[config.mk]
export PLATFORM = sky130hd
export DESIGN_NAME = command_issuer_flat
export DESIGN_NICKNAME = d
export VERILOG_FILES = /design/src/rtl/command_issuer_if.sv /design/src/rtl/command_issuer.sv /design/src/flat_wrapper.sv
export SDC_FILE = /design/constraint.sdc
export NUM_CORES = 1
export LEC_CHECK = 0
export CAP_MARGIN = 30
export CORE_UTILIZATION = 54
export DETAILED_ROUTE_END_ITERATION = 7
export MAX_ROUTING_LAYER = met4
export PLACE_DENSITY_LB_ADDON = 0.3
export REMOVE_ABC_BUFFERS = 1
export SETUP_SLACK_MARGIN = 0.1
export SYNTH_ARGS = -nofsm -noshare
export SYNTH_HDL_FRONTEND = slang
export SYNTH_SLANG_ARGS = --single-unit
[constraint.sdc]
create_clock -name clk -period 3.4 [get_ports clk]
set_clock_uncertainty 0.2 [all_clocks]
set_input_delay 0.68 -clock clk [delete_from_list [all_inputs] [get_ports clk]]
set_output_delay 0.68 -clock clk [all_outputs]
set_load 0.1 [all_outputs]
[src/rtl/command_issuer_if.sv]
// Host-side push channel and controller-side issue outputs of the command issuer.
interface command_issuer_if #(
    parameter int CMD_W = 12
);
    logic             push_valid;
    logic [CMD_W-1:0] push_cmd;
    logic             push_ready;
    logic [CMD_W-1:0] command;
    logic             syscall;
    logic             busy;
    logic             empty;
    logic             full;
    logic [15:0]      issued_count;

    modport master (
        output push_valid, push_cmd,
        input  push_ready, command, syscall, busy, empty, full, issued_count
    );

    modport slave (
        input  push_valid, push_cmd,
        output push_ready, command, syscall, busy, empty, full, issued_count
    );
endinterface

[src/rtl/command_issuer.sv]
// Command FIFO plus issue pacer: pops one command per controller state sequence and
// strobes syscall, spacing strobes by the controller's fixed latency for that opcode.
module command_issuer #(
    parameter int         DEPTH    = 4,
    parameter int         CMD_W    = 12,
    parameter logic [2:0] OP_CAS   = 3'b111,
    parameter int         NORM_GAP = 4,
    parameter int         CAS_GAP  = 5
) (
    input  logic           clk,
    input  logic           rst,
    command_issuer_if.slave bus
);
    localparam int PTR_W   = $clog2(DEPTH);
    localparam int CNT_W   = PTR_W + 1;
    localparam int MAX_GAP = (CAS_GAP > NORM_GAP) ? CAS_GAP : NORM_GAP;
    localparam int HOLD_W  = $clog2(MAX_GAP + 1);

    typedef enum logic {IDLE, WAIT} state_t;

    logic [CMD_W-1:0]  mem [DEPTH];
    logic [PTR_W-1:0]  wr_ptr;
    logic [PTR_W-1:0]  rd_ptr;
    logic [CNT_W-1:0]  count;
    state_t            state;
    logic [HOLD_W-1:0] holdoff;
    logic [CMD_W-1:0]  command_q;
    logic              syscall_q;
    logic [15:0]       issued_q;
    logic [CMD_W-1:0]  head;
    logic              full;
    logic              empty;
    logic              push_fire;
    logic              pop_fire;

    // Holdoff counts the non-strobe cycles left before the next issue slot.
    function automatic logic [HOLD_W-1:0] reload(input logic [2:0] op);
        return (op == OP_CAS) ? HOLD_W'(CAS_GAP - 1) : HOLD_W'(NORM_GAP - 1);
    endfunction

    assign full      = (count == CNT_W'(DEPTH));
    assign empty     = (count == '0);
    assign head      = mem[rd_ptr];
    assign push_fire = bus.push_valid && !full && !rst;
    assign pop_fire  = !empty && ((state == IDLE) || (holdoff == '0));

    assign bus.push_ready   = !full && !rst;
    assign bus.command      = command_q;
    assign bus.syscall      = syscall_q;
    assign bus.busy         = (state == WAIT);
    assign bus.empty        = empty;
    assign bus.full         = full;
    assign bus.issued_count = issued_q;

    always_ff @(posedge clk) begin
        if (push_fire) mem[wr_ptr] <= bus.push_cmd;
    end

    // A full FIFO refuses pushes even when the head is leaving this cycle.
    always_ff @(posedge clk) begin
        if (rst) begin
            wr_ptr <= '0;
            rd_ptr <= '0;
            count  <= '0;
        end else begin
            if (push_fire) wr_ptr <= wr_ptr + PTR_W'(1);
            if (pop_fire)  rd_ptr <= rd_ptr + PTR_W'(1);
            case ({push_fire, pop_fire})
                2'b10:   count <= count + CNT_W'(1);
                2'b01:   count <= count - CNT_W'(1);
                default: count <= count;
            endcase
        end
    end

    always_ff @(posedge clk) begin
        if (rst) begin
            state     <= IDLE;
            holdoff   <= '0;
            command_q <= '0;
            syscall_q <= 1'b0;
            issued_q  <= '0;
        end else begin
            syscall_q <= 1'b0;
            if (pop_fire) begin
                command_q <= head;
                syscall_q <= 1'b1;
                issued_q  <= issued_q + 16'd1;
                holdoff   <= reload(head[CMD_W-1 -: 3]);
                state     <= WAIT;
            end else if (state == WAIT) begin
                if (holdoff == '0) state <= IDLE;
                else               holdoff <= holdoff - HOLD_W'(1);
            end
        end
    end
endmodule

[src/flat_wrapper.sv]
// flat-port wrapper written by rule: the top's interface ports become plain ports
module command_issuer_flat 
#(
    parameter int         DEPTH    = 4,
    parameter int         CMD_W    = 12,
    parameter logic [2:0] OP_CAS   = 3'b111,
    parameter int         NORM_GAP = 4,
    parameter int         CAS_GAP  = 5
)
  (clk, rst, bus_push_valid, bus_push_cmd, bus_push_ready, bus_command, bus_syscall, bus_busy, bus_empty, bus_full, bus_issued_count);
  command_issuer_if #(.CMD_W(CMD_W)) bus_i ();
  input  logic clk;
  input  logic rst;
  input wire logic [$bits(bus_i.push_valid)-1:0] bus_push_valid;
  input wire logic [$bits(bus_i.push_cmd)-1:0] bus_push_cmd;
  output wire logic [$bits(bus_i.push_ready)-1:0] bus_push_ready;
  output wire logic [$bits(bus_i.command)-1:0] bus_command;
  output wire logic [$bits(bus_i.syscall)-1:0] bus_syscall;
  output wire logic [$bits(bus_i.busy)-1:0] bus_busy;
  output wire logic [$bits(bus_i.empty)-1:0] bus_empty;
  output wire logic [$bits(bus_i.full)-1:0] bus_full;
  output wire logic [$bits(bus_i.issued_count)-1:0] bus_issued_count;
  assign bus_i.push_valid = bus_push_valid;
  assign bus_i.push_cmd = bus_push_cmd;
  assign bus_push_ready = bus_i.push_ready;
  assign bus_command = bus_i.command;
  assign bus_syscall = bus_i.syscall;
  assign bus_busy = bus_i.busy;
  assign bus_empty = bus_i.empty;
  assign bus_full = bus_i.full;
  assign bus_issued_count = bus_i.issued_count;
  command_issuer #(.DEPTH(DEPTH), .CMD_W(CMD_W), .OP_CAS(OP_CAS), .NORM_GAP(NORM_GAP), .CAS_GAP(CAS_GAP)) u_core (.clk(clk), .rst(rst), .bus(bus_i));
endmodule
==> flow_summary.yaml, run 1 <==
timing:
  setup_viol: 0
  worst_pin_slew_ns: 0.612
  finalHoldViolCount: 0
  period_needed_ns: 2.86
  final_max_slew_viol_count: 0
  slew_headroom: 0.592
  fmax_mhz: 349
  finalCritPeriodShare: 0.842
  rsz0062_at_grt: "no"
place:
  gp_congestion: 0.781
  place_area_sq_um: 4010
  dp_hpwl_mm: 4.30
  io_buffers: 47
routing:
  drtPass1Iterations: 6
  wire_per_inst_um: 15.9
  routed_wl_mm: 6.42
  via_per_inst: 5.49
  ant_nets: 0
  num_vias: 2217
  drc: 0
  drt_iter0_drc: 144
worst_setup_path:
  endpoint: "bus_push_ready"
  crit_fanout: 43
  crit_chain: "clkdlybuf4s50_1 > buf_4 > nor2_1 > buf_12"
  critPathRequiredTime_ns: 2.52
  start_kind: "input pin"
  timing.rr.start: "u_core.holdoff[0]$_SDFFE_PP0P_"
  cp-end-kind: "primary output"
  reg2reg_slack_ns: 0.57
  cp.arrival_ns: 1.98
  crit_type: "in -> out"
  r2r_cells: 11
  critPathSlowestCell: "clkdlybuf4s50_1"
  startpoint: "rst"
  rr_endpoint: "u_core.count[2]$_SDFFE_PP0P_"
  slowest_delay_ns: 0.51
cts:
  clockRootBuffer: "clkbuf_8"
  ctsHtreeMaxLevel: 3
  cts.sinks: 90
  post-cts-setup-buffer-count: 0
  cts_buffer_depth: 2
  numCtsBuffers: 9
  clk_latency_ns: 0.36
  hold_buffers: 0
  ctsResizeCount: 0
  clk_pin_slew_ns: 0.09
  cts_tree: "built"
yosys:
  yosysUniqueCellTypes: 37
  synth_seq_area_share: 0.645
  yosys.area_share.simple: 0.123
  synth_top_family_by_area: "simple AND/OR/NAND/NOR gates"
  synth_compound_gate_area_share: 0.0622
  synth_seq_cells: 90
  synth_area_sq_um: 3540
  synthAdderAreaFrac: 0.0339
  async_flop_share: 0
  synthMuxAreaShare: 0.0792
  yosys_warnings: 0
  synth_edf_count: 48
  ys.flop_type: "edfxtp_1"
  syn-instance-count: 273
  syn_avg_cell_area_sq_um: 13.0
  synth-xor-area-share: 0.0297
die:
  dieHeight_um: 83.0
  io_pins: 48
  dieArea_sq_um: 6880
  start_util: 0.557
  die_w_um: 83.0
  core_sq_um: 6350
  rows: 29
run_status:
  status: "complete, no violations"
power:
  p_leak_uw: 0.00151
  power_uw: 3900
  irDropWorstVdd_mv: 0.930
  cellPowerDensity_nw_per_um2: 921
cells_and_area:
  final_common_cell: "edfxtp_1"
  layout_common_cells: "48 x edfxtp_1, 42 x dfxtp_1, 37 x buf_4"
  antenna_cells: 0
  final_nets: 346
  area_delta_synth_final_pct: 19.7
  drive_gt1_frac: 0.208
  final_core_util: 0.667
  final_area_sq_um: 4240
grt:
  grt_pass1_wl_mm: 10.5
  grt_antenna_before_repair: 0
  grt_usage: 0.206
  grt_pass1_vias: 2172
  grt_overflow: 0
  grt_max_degree: 44
run:
  maxCapViolations: 0
worst_hold_path:
  hp-class: "reg -> reg"
==> where the power goes <==
part | internal (uW) | leakage, uW | switching (uW)
combinational | 505 | 0.000618 | 1160
sequential | 1310 | 0.000779 | 110
clock | 426 | 0.000113 | 387
==> flip-flops by register name, indices dropped and copies added (netlist names), named ones only <==
signal                   cells
u_core.count                 3
u_core.rd_ptr                2
u_core.holdoff               3
u_core.wr_ptr                2
u_core.bus.busy              1
u_core.mem                  48
u_core.bus.command          12
u_core.bus.syscall           1
u_core.bus.issued_count     16
==> logic make-up after synthesis <==
group,Yosys count
compound gates,38
buf+inv,23
xor+xnor,12
simple gates,88
fa+ha+maj,9
flops,90
mux,13
==> worst max-delay path, delay by kind of cell <==
kind,cells,cell delay [ns]
buffers and inverters,3,1.13
and+or+nand+nor,1,0.16
==> cell usage after synthesis (2+ instances only) <==
cell | number | share of area
nand3_1 | 8 | 0.011
or4_1 | 5 | 0.011
nor3b_1 | 2 | 0.0042
or3_1 | 6 | 0.011
o21ai_0 | 4 | 0.0057
and3_1 | 2 | 0.0035
nand2_1 | 34 | 0.036
nor2_1 | 16 | 0.017
nor4b_1 | 2 | 0.0049
o31ai_1 | 6 | 0.013
xnor2_1 | 8 | 0.020
dfxtp_1 | 42 | 0.24
nor4_1 | 2 | 0.0035
and2_1 | 4 | 0.0071
a21oi_1 | 24 | 0.034
inv_1 | 7 | 0.0074
xor2_1 | 4 | 0.0099
nor2b_1 | 2 | 0.0035
mux4_2 | 12 | 0.076
buf_2 | 2 | 0.0028
ha_1 | 8 | 0.028
edfxtp_1 | 48 | 0.41
clkbuf_1 | 11 | 0.012
==> routing by layer <==
layer  vias up  share of wire  track usage
li1       1087              -            -
met1      1064           0.46        0.264
met2        54           0.48        0.306
met3        12          0.041       0.0586
met4         0          0.020       0.0972
met5         -              0            -
==> cell type report <==
class,count,area (sq um)
Sequential cell,90,2280
Fill cell,484,2110
Multi-Input combinational cell,160,1160
Timing Repair Buffer,52,438
Clock buffer,10,128
Clock inverter,6,97.6
Tap cell,77,96.3
Inverter,9,33.8
==> how the worst min path moves through the flow <==
stage,from,to,cells past startpoint
floorplan,u_core.count[2]$_SDFFE_PP0P_,u_core.count[2]$_SDFFE_PP0P_,2
global placement,u_core.bus.command[8]$_SDFFE_PP0P_,u_core.bus.command[8]$_SDFFE_PP0P_,2
detailed placement,u_core.bus.command[6]$_SDFFE_PP0P_,u_core.bus.command[6]$_SDFFE_PP0P_,2
CTS,u_core.bus.command[6]$_SDFFE_PP0P_,u_core.bus.command[6]$_SDFFE_PP0P_,2
global route,u_core.bus.command[3]$_SDFFE_PP0P_,u_core.bus.command[3]$_SDFFE_PP0P_,2
finish,u_core.bus.command[6]$_SDFFE_PP0P_,u_core.bus.command[6]$_SDFFE_PP0P_,2
==> stage by stage <==
stage | setup TNS, ns | hold WS, ns | instances | worst slack (ns)
6_report | 0 | 0.262 | 404 | 0.538
5_1_grt | 0 | 0.285 | 404 | 0.310
4_1_cts | 0 | 0.266 | 404 | 0.550
3_5_place_dp | 0 | 0.253 | 388 | 0.411
3_3_place_gp | 0 | 0.244 | 388 | 0.437
2_1_floorplan | -35.28 | 0.260 | 259 | -1.59
No activity file was read; power rests on OpenSTA's default activity.
==> inputs of run 2 (changes only) <==
- clock period: 3.4 -> 2.8 ns (I/O delays scaled with it)
==> run 2 against run 1 <==
  * Via count grew 2.7%
  * Sequential share of layout area down 0.75 points
  * First-iteration DRC count is 40% lower
  * Register-to-register slack got worse by 0.34 ns
  * Core utilization increased by 0.99 points
==> flow_summary.yaml, run 2 (synthesis results as in run 1) <==
cts:
  clk_pin_slew_ns: 0.09
  ctsHtreeMaxLevel: 3
  cts_tree: "built"
  clk_latency_ns: 0.36
  cts.sinks: 90
  clockRootBuffer: "clkbuf_8"
  cts_buffer_depth: 2
  numCtsBuffers: 9
timing:
  final_max_slew_viol_count: 0
  rsz0062_at_grt: "no"
  fmax_mhz: 382
  finalSetupTns_ns: 0
  finalCritPeriodShare: 0.936
  hold_slack_ns: 0.260
  slew_headroom: 0.634
  period_needed_ns: 2.62
  setup_viol: 0
  worst_pin_slew_ns: 0.548
  finalHoldViolCount: 0
die:
  dieArea_sq_um: 6880
  die_w_um: 83.0
  start_util: 0.557
  dieHeight_um: 83.0
  core_sq_um: 6350
  io_pins: 48
  rows: 29
place:
  gp_congestion: 0.733
  io_buffers: 47
  place_area_sq_um: 4090
  dp_hpwl_mm: 4.26
  post-place-cells: 395
routing:
  num_vias: 2276
  routed_wl_mm: 6.39
  drc: 0
  via_per_inst: 5.52
  drtPass1Iterations: 6
  drt_iter0_drc: 87
  wire_per_inst_um: 15.5
  ant_nets: 0
worst_hold_path:
  hp-class: "reg -> reg"
cells_and_area:
  final_common_cell: "edfxtp_1"
  fill_cells: 458
  antenna_cells: 0
  seqCellArea_sq_um: 2280
  final_area_sq_um: 4300
  final_nets: 354
  area_delta_synth_final_pct: 21.5
  final_cells: 412
  drive_gt1_frac: 0.242
  largest_reg_flops: 48
  multi_input_area_sq_um: 1180
  top_register: "u_core.mem"
  layout_common_cells: "48 x edfxtp_1, 43 x buf_4, 41 x dfxtp_1"
worst_setup_path:
  crit_type: "in -> out"
  cp-end-kind: "primary output"
  slowest_delay_ns: 0.50
  crit_family: "buffers and inverters"
  start_kind: "input pin"
  crit_chain: "clkdlybuf4s50_1 > buf_4 > nor2_1 > buf_12"
  critPathSlowestCell: "clkdlybuf4s50_1"
  cp_num_buf_inv: 3
  crit_fanout: 43
  critPathRequiredTime_ns: 2.04
  cp.arrival_ns: 1.86
run:
  maxCapViolations: 0
grt:
  grt_antenna_before_repair: 0
  grt_usage: 0.203
  grt_overflow: 0
  grt_pass1_vias: 2167
  grt_pass1_wl_mm: 10.5
  grt_max_degree: 44
run_status:
  status: "complete, no violations"
power:
  power_uw: 4710
  irDropWorstVdd_mv: 1.07
  cellPowerDensity_nw_per_um2: 1100
  p_leak_uw: 0.00154
==> run 2: changes by cell type in the layout (fill, tap and decap cells not counted), sizes merged <==
| cell | delta |
|---|---|
| buf | +8 |
| bufinv | -2 |
| clkinvlp | +2 |
| clkbuf | -1 |
| inv | +1 |
==> run 2: per-layer routing <==
layer	up-vias	part of all wire	global-route usage
li1	1110	-	-
met1	1098	0.44	0.253
met2	57	0.51	0.321
met3	11	0.043	0.0507
met4	0	0.014	0.0768
met5	-	0	-
==> run 2: path summary, 6_finish.rpt <==
path / depth (start not counted) / start / slack [ns] / end
hold reg to reg: 2 / u_core.bus.command[7]$_SDFFE_PP0P_ / 0.26 / u_core.bus.command[7]$_SDFFE_PP0P_
setup / recovery: 4 / rst / 0.18 / bus_push_ready
hold / removal: 2 / u_core.bus.command[7]$_SDFFE_PP0P_ / 0.26 / u_core.bus.command[7]$_SDFFE_PP0P_
setup reg to reg: 11 / u_core.holdoff[0]$_SDFFE_PP0P_ / 0.23 / u_core.count[2]$_SDFFE_PP0P_
==> run 2: layout make-up <==
cell class | instances | share of cell area
Inverter | 9 | 0.00786
Multi-Input combinational cell | 160 | 0.274
Timing Repair Buffer | 60 | 0.122
Tap cell | 77 | 0.0224
Sequential cell | 90 | 0.531
Clock inverter | 7 | 0.0143
Clock buffer | 9 | 0.0288
==> run 2: through the flow <==
stage	utilization	worst slack [ns]
2_1_floorplan	-	-2.07
3_3_place_gp	0.644	-0.00902
3_5_place_dp	0.644	-0.109
4_1_cts	0.673	0.114
5_1_grt	0.677	0.117
6_report	0.677	0.180
==> run 2: power by group <==
part,switching [uW],total [uW],internal [uW]
Clock,483,820,337
Sequential,162,1760,1590
Combinational,1420,2140,718
==> run 2: timing repair <==
item / CTS / global route
hold buffers: 0 / 0
resized for setup: 1 / 4
cloned: 0 / 0
endpoints found under the setup margin: 1 / 1
pin swaps: 0 / 1
setup buffers: 0 / 1
==> run 2: tightest hold or removal path, cell delays in order (launching register included) <==
cell and delay (ns):
dfxtp_1 0.32, nand2_1 0.05, a21oi_1 0.05
==> inputs of run 3 (changes only) <==
- ABC_CLOCK_PERIOD_IN_PS: unset -> 2800
==> results of run 3 <==
No change in the layout: final DEF, timing and power equal those of run 2.
